===== src/rtl/regfile_sb.sv =====
// regfile_sb: parametrised register file, three registered read ports,
// one write-back port and a per-register busy scoreboard.
// Optional debug ports are enabled by defining REGFILE_DBG_EN.
module regfile_sb #(
    parameter int DATA_W   = 16,
    parameter int ADDR_W   = 4,
    parameter int BYPASS   = 1,
    parameter int ZERO_REG = 0
) (
    input  logic              clk,
    input  logic              rst_n,
    input  logic [ADDR_W-1:0] rd_addr_a,
    input  logic [ADDR_W-1:0] rd_addr_b,
    input  logic [ADDR_W-1:0] rd_addr_c,
    output logic [DATA_W-1:0] rd_data_a,
    output logic [DATA_W-1:0] rd_data_b,
    output logic [DATA_W-1:0] rd_data_c,
    output logic              busy_a,
    output logic              busy_b,
    output logic              busy_c,
    input  logic              wr_en,
    input  logic [ADDR_W-1:0] wr_addr,
    input  logic [DATA_W-1:0] wr_data,
    input  logic              rsv_en,
    input  logic [ADDR_W-1:0] rsv_addr,
`ifdef REGFILE_DBG_EN
    input  logic [ADDR_W-1:0]      dbg_addr,
    output logic [DATA_W-1:0]      dbg_data,
    output logic [(1<<ADDR_W)-1:0] dbg_busy,
`endif
    output logic              rsv_err
);

    localparam int NREGS = 1 << ADDR_W;
    localparam int NPORT = 3;

    localparam bit ZR = (ZERO_REG != 0);
    localparam bit BP = (BYPASS != 0);

    logic [DATA_W-1:0] regs_q [NREGS];
    logic [DATA_W-1:0] regs_d [NREGS];
    logic [NREGS-1:0]  busy_q;
    logic [NREGS-1:0]  busy_d;

    logic [ADDR_W-1:0] rd_addr [NPORT];
    logic [DATA_W-1:0] rd_q    [NPORT];
    logic [DATA_W-1:0] rd_d    [NPORT];
    logic [NPORT-1:0]  bsy_q;
    logic [NPORT-1:0]  bsy_d;

    logic rsv_err_q;
    logic rsv_err_d;
    logic wr_ok;
    logic rsv_ok;

    assign rd_addr[0] = rd_addr_a;
    assign rd_addr[1] = rd_addr_b;
    assign rd_addr[2] = rd_addr_c;

    assign rd_data_a = rd_q[0];
    assign rd_data_b = rd_q[1];
    assign rd_data_c = rd_q[2];
    assign busy_a    = bsy_q[0];
    assign busy_b    = bsy_q[1];
    assign busy_c    = bsy_q[2];
    assign rsv_err   = rsv_err_q;

    // Qualify write/reserve strobes: register 0 is immutable when hardwired.
    always_comb begin
        wr_ok  = wr_en  && !(ZR && (wr_addr == '0));
        rsv_ok = rsv_en && !(ZR && (rsv_addr == '0));
    end

    // Next-state array contents and scoreboard; reserve overrides write clear.
    always_comb begin
        for (int i = 0; i < NREGS; i++) begin
            regs_d[i] = regs_q[i];
        end
        busy_d = busy_q;
        if (wr_ok) begin
            regs_d[wr_addr] = wr_data;
            busy_d[wr_addr] = 1'b0;
        end
        if (rsv_ok) begin
            busy_d[rsv_addr] = 1'b1;
        end
    end

    // Per-port read select and busy flag, sampled into the output flops.
    always_comb begin
        for (int p = 0; p < NPORT; p++) begin
            rd_d[p]  = regs_q[rd_addr[p]];
            bsy_d[p] = busy_d[rd_addr[p]];
            if (BP && wr_en && (wr_addr == rd_addr[p])) begin
                rd_d[p] = wr_data;
            end
            if (!BP && wr_ok && (wr_addr == rd_addr[p])) begin
                bsy_d[p] = 1'b1;
            end
            if (ZR && (rd_addr[p] == '0)) begin
                rd_d[p] = '0;
            end
        end
    end

    // A reserve collides only if the target stays busy through this edge.
    always_comb begin
        rsv_err_d = rsv_en && busy_q[rsv_addr]
                    && !(wr_en && (wr_addr == rsv_addr));
    end

    // Storage, scoreboard and registered outputs; reset clears everything.
    always_ff @(posedge clk or negedge rst_n) begin
        if (!rst_n) begin
            for (int i = 0; i < NREGS; i++) begin
                regs_q[i] <= '0;
            end
            for (int p = 0; p < NPORT; p++) begin
                rd_q[p] <= '0;
            end
            busy_q    <= '0;
            bsy_q     <= '0;
            rsv_err_q <= 1'b0;
        end else begin
            for (int i = 0; i < NREGS; i++) begin
                regs_q[i] <= regs_d[i];
            end
            for (int p = 0; p < NPORT; p++) begin
                rd_q[p] <= rd_d[p];
            end
            busy_q    <= busy_d;
            bsy_q     <= bsy_d;
            rsv_err_q <= rsv_err_d;
        end
    end

`ifdef REGFILE_DBG_EN
    // Debug view: raw storage (no bypass) and the full scoreboard.
    always_comb begin
        dbg_data = regs_q[dbg_addr];
        if (ZR && (dbg_addr == '0)) begin
            dbg_data = '0;
        end
        dbg_busy = busy_q;
    end
`endif

endmodule


===== config.mk =====
export PLATFORM = sky130hd
export DESIGN_NAME = regfile_sb
export DESIGN_NICKNAME = d
export VERILOG_FILES = /design/src/rtl/regfile_sb.sv
export SDC_FILE = /design/constraint.sdc
export NUM_CORES = 1
export LEC_CHECK = 0
export CORE_AREA = 2 2 272 207
export DETAILED_ROUTE_END_ITERATION = 10
export DIE_AREA = 0 0 274 209
export HOLD_SLACK_MARGIN = 0.02
export SKIP_LAST_GASP = 1
export SLEW_MARGIN = 10
export SYNTH_ARGS = -nofsm -noshare
export SYNTH_HDL_FRONTEND = slang
export SYNTH_SLANG_ARGS = --single-unit

===== constraint.sdc =====
create_clock -name clk -period 2 [get_ports clk]
set_input_delay 0.2 -clock clk [delete_from_list [all_inputs] [get_ports clk]]
set_output_delay 0.2 -clock clk [all_outputs]
set_load 0.02 [all_outputs]

### Yosys cells after proc, flatten, opt, wreduce, memory -nomap -nowiden

Cells that the tools add are included.

* equal/unequal tests: 4
* mux-type cells: 29
* $lt $le $gt $ge: 12
* bitwise gates (word level): 7
* reduce and logical (&&, ||, !) cells: 10

Operators by type and width (count)
* $bwmux 256: 1
* $bmux 16 s4: 3
* $mux 16: 12
* $demux 16 s4: 1
* $lt 4x5->1 const B: 5
* $ge 5x5->1 const B: 4
* $not 4->5: 4
* $and 16x16->16: 1
* $bmux 1 s4: 4
* $eq 4x4->1: 4
* $not 16->16: 1
* $or 16x16->16: 1
* $logic_and 1x1->1: 9
* $demux 1 s4: 2
* $ge 4x1->1 const B: 2
* $mux 1: 6
* $lt 5x1->1 const B: 1
* $logic_not 1->1: 1

* bits of input ports: 40
* bits in registers: 324
* output and inout bits: 52
* logic and storage cells: 84

### Longest topological paths before layout

Gate-level depths: netlist of run 1.

* depth in word-level cells: 11
* mapped depth: 9
* depth with buffers taken out: 6

### Worst setup path before layout of run 1

No wires, ideal clock.

* path type: input -> register
* start point: input port rd_addr_a[0]
* end point: register rd_q (netlist bit rd_data_a[0])
* setup slack: 40 ps
* stages on the path: 6
* path buffers: 3
* library setup time: 124 ps
* data arrival time: 1836 ps
* required time: 1876 ps
* cells stage by stage: buf_2 -> buf_2 -> buf_2 -> mux4_2 -> a211oi_1 -> nor2_1

RTL lines
* start: declaration: RTL line 12 `input logic [ADDR_W-1:0] rd_addr_a,`
* end signal: indexed assignment: RTL line 129 `rd_q[p] <= rd_d[p];`
* end: declaration: RTL line 46 `logic [DATA_W-1:0] rd_q [NPORT];`

### Worst setup path after layout of run 1

* start point: input port wr_addr[2]
* end point: register bsy_q[0]

* longest elaborated chain between the ends: 11
* elaborated cells between the ends (all ways): 12
* those cells by class: order compare (2); mux (6); bitwise (3); reduce/logical (1)

Ends and longest elaborated chain
* start: declaration: RTL line 22 `input logic [ADDR_W-1:0] wr_addr,`
* $lt 4x5->1 (implied by the code) / $ge 4x1->1 (equally long branches): RTL line 82 `busy_d[wr_addr] = 1'b0;`
* $logic_and 1x1->1 (implied by the code): RTL line 82
* $mux 1 (implied by the code): RTL line 82
* $demux 1 s4 *: RTL line 82
* $not 16->16 (no source line) *
* $and 16x16->16 (no source line) *
* $mux 16 *: RTL line 80 `if (wr_ok) begin`
* $or 16x16->16 (no source line)
* $mux 16 *: RTL line 84 `if (rsv_ok) begin`
* $bmux 1 s4 *: RTL line 93 `bsy_d[p] = busy_d[rd_addr[p]];`
* $mux 1 (implied by the code) *: RTL line 93
* net bsy_d[0]: RTL line 49 `logic [NPORT-1:0] bsy_d;`
* end signal: assignment: RTL line 132 `bsy_q <= bsy_d;`
* end: declaration: RTL line 48 `logic [NPORT-1:0] bsy_q;`

The timed path passes the listed nets; every way through them passes the cells marked *. The select of a mux whose other input is x is not followed.
A chain may end at the register's enable or synchronous reset.

==> flow_summary.toml, run 1 <==
[run_status]
status = "finished, final reports clean"

[synth]
synth_seq_cells = 324
synth_edf_count = 0
synth_top_family_by_area = "multiplexers"
ys_seq_area_share_pct = 42.94
netlist_instances = 1342
syn_nets = 1382
synth_xor_area_share_pct = 0.7421
synth_compound_area_share_pct = 5.566
async_reset_ff_share_pct = 100.0
netlist_area_sq_mm = 0.01888
synthMuxAreaShare_pct = 41.86
synth_top_area_share_pct = 42.94
synth_most_common_cell = "dfrtp_1"
synth_warnings = 0
synth-simple-area-share_pct = 5.513
yosysUniqueCellTypes = 43
avgSynthCellArea_sq_um = 14.07
ys.flop_type = "dfrtp_1"
synthTopCellsByArea = "dfrtp_1, mux4_2, mux2_2"
yosysTopAreaCell = "dfrtp_1"
netlist_top_cells_count = "dfrtp_1, mux2_2, mux4_2"
synth_fa_ha_area_share_pct = 0

[global_routing]
grt_pass1_wl_mm = 92.20
antenna_found_initial = 2
grt_usage_pct = 21.67
first_global_vias = 14000
grt-ovfl-total = 0
grt_max_degree = 81

[pwr]
p_seq_share_pct = 40.5
power_frac_comb_pct = 27.7
swShare_pct = 29.27
power.leakage_nw = 9.375
p_int_mw = 16.39
max-vdd-ir-drop_mv = 0.7216
power_switching_mw = 6.784
power.density_mw_per_mm2 = 993.7
clkPwrFrac_pct = 31.7

[sta]
clock.fmax_mhz = 515.0
worstMarginPinSlew_ns = 0.7956
fin_crit_ns = 1.942
final-hold-violation-count = 0
skew_ns = 0.03138
setup_viol = 0
max_slew_margin_pct = 46.79
fin_ws_ns = 0.05830
final-max-slew-violation-count = 0
period_share_pct = 97.08

[finish]
areaGrowthSynthToFinish_pct = 23.52
nFillCells = 5001
final_cell_count_no_fill = 2265
drive_above_1_share_pct = 49.35
nNetsFinal = 1545

[cts]
cts.sinks = 324
ctsHtreeMaxLevel = 2
cts_tree = "yes"
cts_buffers = 37
clock_tree.buffer_depth = 3
clock_latency_ns = 0.57
cts_root_buffer = "clkbuf_16"
clk_pin_slew_ns = 0.06

[worst_setup_path]
crit_required_ns = 2.43
cp_max_fo = 5
crit_arrival_ns = 2.37
crit_path_top_delay_cell = "clkdlybuf4s50_1"
critPathLaunchType = "primary input"
worstSetupPathType = "primary input to flip-flop"
cpPeakStageDelay_ns = 0.50
worstSetupEndpointType = "flip-flop"
path_cells = "clkdlybuf4s50_1, buf_4, nand3b_4, or3_1, buf_4, a2111oi_1, a2111oi_1, a31oi_1, o311ai_1"

[drt]
dr.pass1.iters = 5
vias = 13310
vias_per_cell = 5.877
drc = 0
wl_per_cell_um = 26.93
routed_wl_mm = 60.99
final_antenna_net_count = 0
dr.first_iter.drc_count = 994

[min_path]
hp-class = "primary input to asynchronous set/reset pin"

[die]
die_w_um = 274
start_util_pct = 34.34
die_y_um = 209
core_area_sq_mm = 0.05499
die_area_sq_mm = 0.05727
ios = 92
num_rows = 75

[place]
hpwl_mm = 40.01
placedCellCount = 2196
io_buffer_count = 91
post-place-ws_ns = -0.4953
gp_congestion = 0.8740

[job]
cap_violations = 0
==> through the flow <==
| stage | hold WS [ns] | total power, mW | setup TNS (ns) | cell area [sq um] | util, % |
|---|---|---|---|---|---|
| after floorplan | -0.09559 | 13.43 | 0 | 18880 | - |
| after global placement | 0.1218 | 15.62 | -61.04 | 21970 | 39.96 |
| after detailed placement | 0.1201 | 15.86 | -62.21 | 21970 | 39.96 |
| after CTS | 0.1223 | 23.27 | 0 | 23290 | 42.36 |
| after global routing | 0.1501 | 24.19 | -0.002613 | 23320 | 42.41 |
| final | 0.1229 | 23.18 | 0 | 23320 | 42.42 |
==> what timing repair did <==
item	CTS	global route
buffers inserted	0	0
endpoints found under the setup margin	0	3
hold endpoints to repair	316	0
resized for setup	0	10
hold buffers	1	0
==> layout make-up <==
type | instances | area [sq um] | area share (%)
multi-input combinational | 871 | 10190 | 43.68
sequential | 324 | 8108 | 34.76
timing repair buffer | 267 | 2785 | 11.94
clock buffer | 53 | 1107 | 4.747
tap | 731 | 914.6 | 3.921
clock inverter | 13 | 202.7 | 0.8690
inverter | 4 | 15.01 | 0.06437
antenna | 2 | 5.005 | 0.02146
==> cells by family after synthesis <==
logic type                count (synthesis)
AOI/OAI and AO/OA                       148
xor gates and xnor gates                 16
buffers and inverters                   147
DFF                                     324
muxes                                   503
and+or+nand+nor                         204
==> power by group through the flow <==
stage	Clock (mW)	Sequential [mW]	Combinational, mW
finish	7.36	9.39	6.43
global route	7.75	9.58	6.85
CTS	7.49	9.34	6.44
detailed placement	0	9.44	6.42
global placement	0	9.32	6.31
floorplan	0	9.26	4.17
==> sequential cells by signal, indices dropped and copies added, names as in the netlist <==
register	cells
rd_data_a	16
busy_q	16
rd_data_c	16
regs_q	256
rd_data_b	16
rsv_err	1
bsy_q	3
==> placed cells by master, fill, tap and decap left out, types with 8 or more instances in the layout <==
cell             netlist  final
nand2b_1              16     15
nand3_1                8      8
buf_4                  3    135
mux2_2               295    295
mux4_2               199    199
clkdlybuf4s50_1        0     81
a211oi_1              49     49
o21ai_0               10     10
mux2_1                 9      9
nor2_1                69     60
nor2b_1               58     57
dfrtp_1              324    324
nor2_2                 0      9
xor2_1                12     12
buf_12                 0     46
o22ai_1               46     46
nand2_1               30     30
clkbuf_8               0     10
clkbuf_16              0     38
==> layer usage <==
layer	routed length, um	global-route usage, %
met1	26430	30.52
met4	2057	7.646
met5	0	0
met3	4631	4.872
met2	27880	32.94
==> critical path, delay by kind of cell <==
family | cells | cell delay (ns)
and+or+nand+nor | 2 | 0.46
buffers and inverters | 3 | 0.84
AOI/OAI and AO/OA | 4 | 0.86
==> path summary, 6_finish.rpt <==
kind | cells after the start | slack, ns | to | start
worst max-delay path | 9 | 0.06 | bsy_q[0]$_DFF_PN0_ | wr_addr[2]
worst min-delay path | 2 | 0.12 | busy_q[2]$_DFF_PN0_ | rst_n
worst max register to register | 3 | 0.21 | rd_data_b[14]$_DFF_PN0_ | regs_q[14]$_DFFE_PN0P_
worst min register to register | 1 | 0.54 | regs_q[119]$_DFFE_PN0P_ | regs_q[119]$_DFFE_PN0P_
max in group asynchronous | 3 | 1.07 | regs_q[248]$_DFFE_PN0P_ | rst_n
min in group clk | 4 | 0.34 | bsy_q[1]$_DFF_PN0_ | rd_addr_b[1]
(Power assumes the default switching activity.)
==> run 2: changes to the inputs <==
- CORE_AREA: 2 2 272 207 -> 2 2 258 196
- DIE_AREA: 0 0 274 209 -> 0 0 260 198
- clock period: 2 -> 2.1 ns (I/O delays scaled with it)
==> run 2 against run 1 <==
Global-route usage rose by 2.5 points; register-to-register slack improved by 0.06 ns; count of clock-buffer cells in the layout down 6; largest cell class unchanged; combinational power fell by 6.2%; cell count is 3.9% lower; clock skew is 0.015 ns lower; wire length down 0.65%.
==> flow_summary.toml, run 2 (same netlist as run 1, synthesis figures left out) <==
[drt]
drc = 0
dr.first_iter.drc_count = 1570
vias_per_cell = 6.082
routed_wl_mm = 60.59
dr.pass1.iters = 5
final_antenna_net_count = 0
wl_per_cell_um = 27.85
vias = 13230

[worst_setup_path]
critPathCapture = "bsy_q[1]$_DFF_PN0_"
cp_max_fo = 9
crit_required_ns = 2.51
setup.worst_path.start = "wr_addr[2]"
rrSetupSlack_ns = 0.27
timing.rr.end = "rd_data_a[14]$_DFF_PN0_"
critPathLaunchType = "primary input"
worstSetupEndpointType = "flip-flop"
crit_arrival_ns = 2.37
reg2reg_from = "regs_q[46]$_DFFE_PN0P_"
r2r_cells = 3
worstSetupPathType = "primary input to flip-flop"

[run_status]
status = "finished, final reports clean"

[place]
hpwl_mm = 38.75
io_buffer_count = 91
gp_congestion = 0.8343
placed_cell_area_sq_mm = 0.02171
placedCellCount = 2109

[finish]
multi_input_area_sq_mm = 0.01016
nNetsFinal = 1531
drive_above_1_share_pct = 48.55
final_cell_count_no_fill = 2176
ff_latch_area_sq_mm = 0.008108
areaGrowthSynthToFinish_pct = 21.63
mostFrequentLayoutCells = "dfrtp_1, mux2_2, mux4_2"
largest-register = "regs_q"
finalInstanceArea_sq_mm = 0.02297
nFillCells = 4318
final_common_cell = "dfrtp_1"
largest_reg_flops = 256
utilization_pct = 46.59

[global_routing]
first_global_vias = 13670
grt_usage_pct = 24.15
grt_max_degree = 89
grt-ovfl-total = 0
grt_pass1_wl_mm = 91.29
antenna_found_initial = 3

[sta]
fin_crit_ns = 1.959
period_share_pct = 93.27
final-max-slew-violation-count = 0
max_slew_margin_pct = 48.35
clock.fmax_mhz = 510.5
final-hold-violation-count = 0
worstMarginPinSlew_ns = 0.7731
rsz0062_at_grt = "false"
setup_viol = 0
skew_ns = 0.01597
timing.hold.ws_ns = 0.1130

[cts]
cts-resized-gates = 0
cts_buffers = 36
ctsHtreeMaxLevel = 2
clk_pin_slew_ns = 0.06
clock_tree.buffer_depth = 3
cts_root_buffer = "clkbuf_16"
cts.sinks = 324
cts_tree = "yes"
clock_latency_ns = 0.57

[die]
ios = 92
start_util_pct = 38.30
core_area_sq_mm = 0.04930
num_rows = 71
die_w_um = 260
die_area_sq_mm = 0.05148
die_y_um = 198

[pwr]
power.density_mw_per_mm2 = 949.0
power.leakage_nw = 9.259
max-vdd-ir-drop_mv = 0.5974
power_mw = 21.80

[min_path]
hp-class = "primary input to asynchronous set/reset pin"

[job]
cap_violations = 0
run 2: changes by cell type in the layout (fill, tap and decap cells not counted), moves of 2 or more:
cell,change
clkbuf_16,-2
a2111oi_1,-3
buf_4,-7
buf_12,-6
clkbuf_8,-5
a2111oi_0,+6
clkinv_2,+3
a2111oi_2,-3
run 2: area by class of cell:
type                       instances  area share (%)
tap                              657           3.579
clock inverter                    18           1.106
multi-input combinational        871           44.24
sequential                       324           35.30
antenna                            1         0.01090
clock buffer                      47           4.320
timing repair buffer             254           11.37
inverter                           4         0.06537
run 2: repair_timing:
item                                    4_1_cts  5_1_grt
buffers inserted                              0        0
endpoints found under the setup margin        0        0
hold buffers                                  1        0
hold endpoints to repair                    292        0
run 2: worst max-delay path, cell delays in order:
cell and delay, ns:
clkdlybuf4s50_1 0.46, buf_4 0.21, nand3b_4 0.09, or3_1 0.42, a2111oi_0 0.56, a2111oi_0 0.15
a31oi_1 0.17, o311ai_1 0.11
run 2: per-stage QoR:
| stage | TNS [ns] | worst slack, ns |
|---|---|---|
| final | 0 | 0.1413 |
| after CTS | 0 | 0.2108 |
| after detailed placement | -25.50 | -0.3469 |
| after global placement | -23.33 | -0.2261 |
| after floorplan | 0 | 0.1298 |
| after global routing | 0 | 0.005651 |
run 2: worst min-delay path by stage:
stage,startpoint,to,slack (ns),cells after the start
global placement,rst_n,rsv_err$_DFF_PN0_,0.11,1
finish,rst_n,rsv_err$_DFF_PN0_,0.11,2
global route,rst_n,rsv_err$_DFF_PN0_,0.14,2
detailed placement,rst_n,regs_q[32]$_DFFE_PN0P_,0.11,1
floorplan,rst_n,bsy_q[0]$_DFF_PN0_,-0.09,0
CTS,rst_n,rsv_err$_DFF_PN0_,0.11,2
run 2: report_power, final:
group	leakage (nW)	switching [mW]	total, mW	internal, mW
Sequential	3.96	1.27	8.95	7.68
Combinational	4.69	2.34	6.03	3.69
Clock	0.610	2.82	6.81	3.99
Total	9.26	6.44	21.8	15.4
run 2: routing by layer:
metal | track usage [%] | up-vias | share of wire, %
li1 | - | 5523 | -
met1 | 35.55 | 7035 | 45
met2 | 34.92 | 557 | 44
met3 | 5.530 | 115 | 8.0
met4 | 8.514 | 4 | 3.3
met5 | 0 | - | 0.054
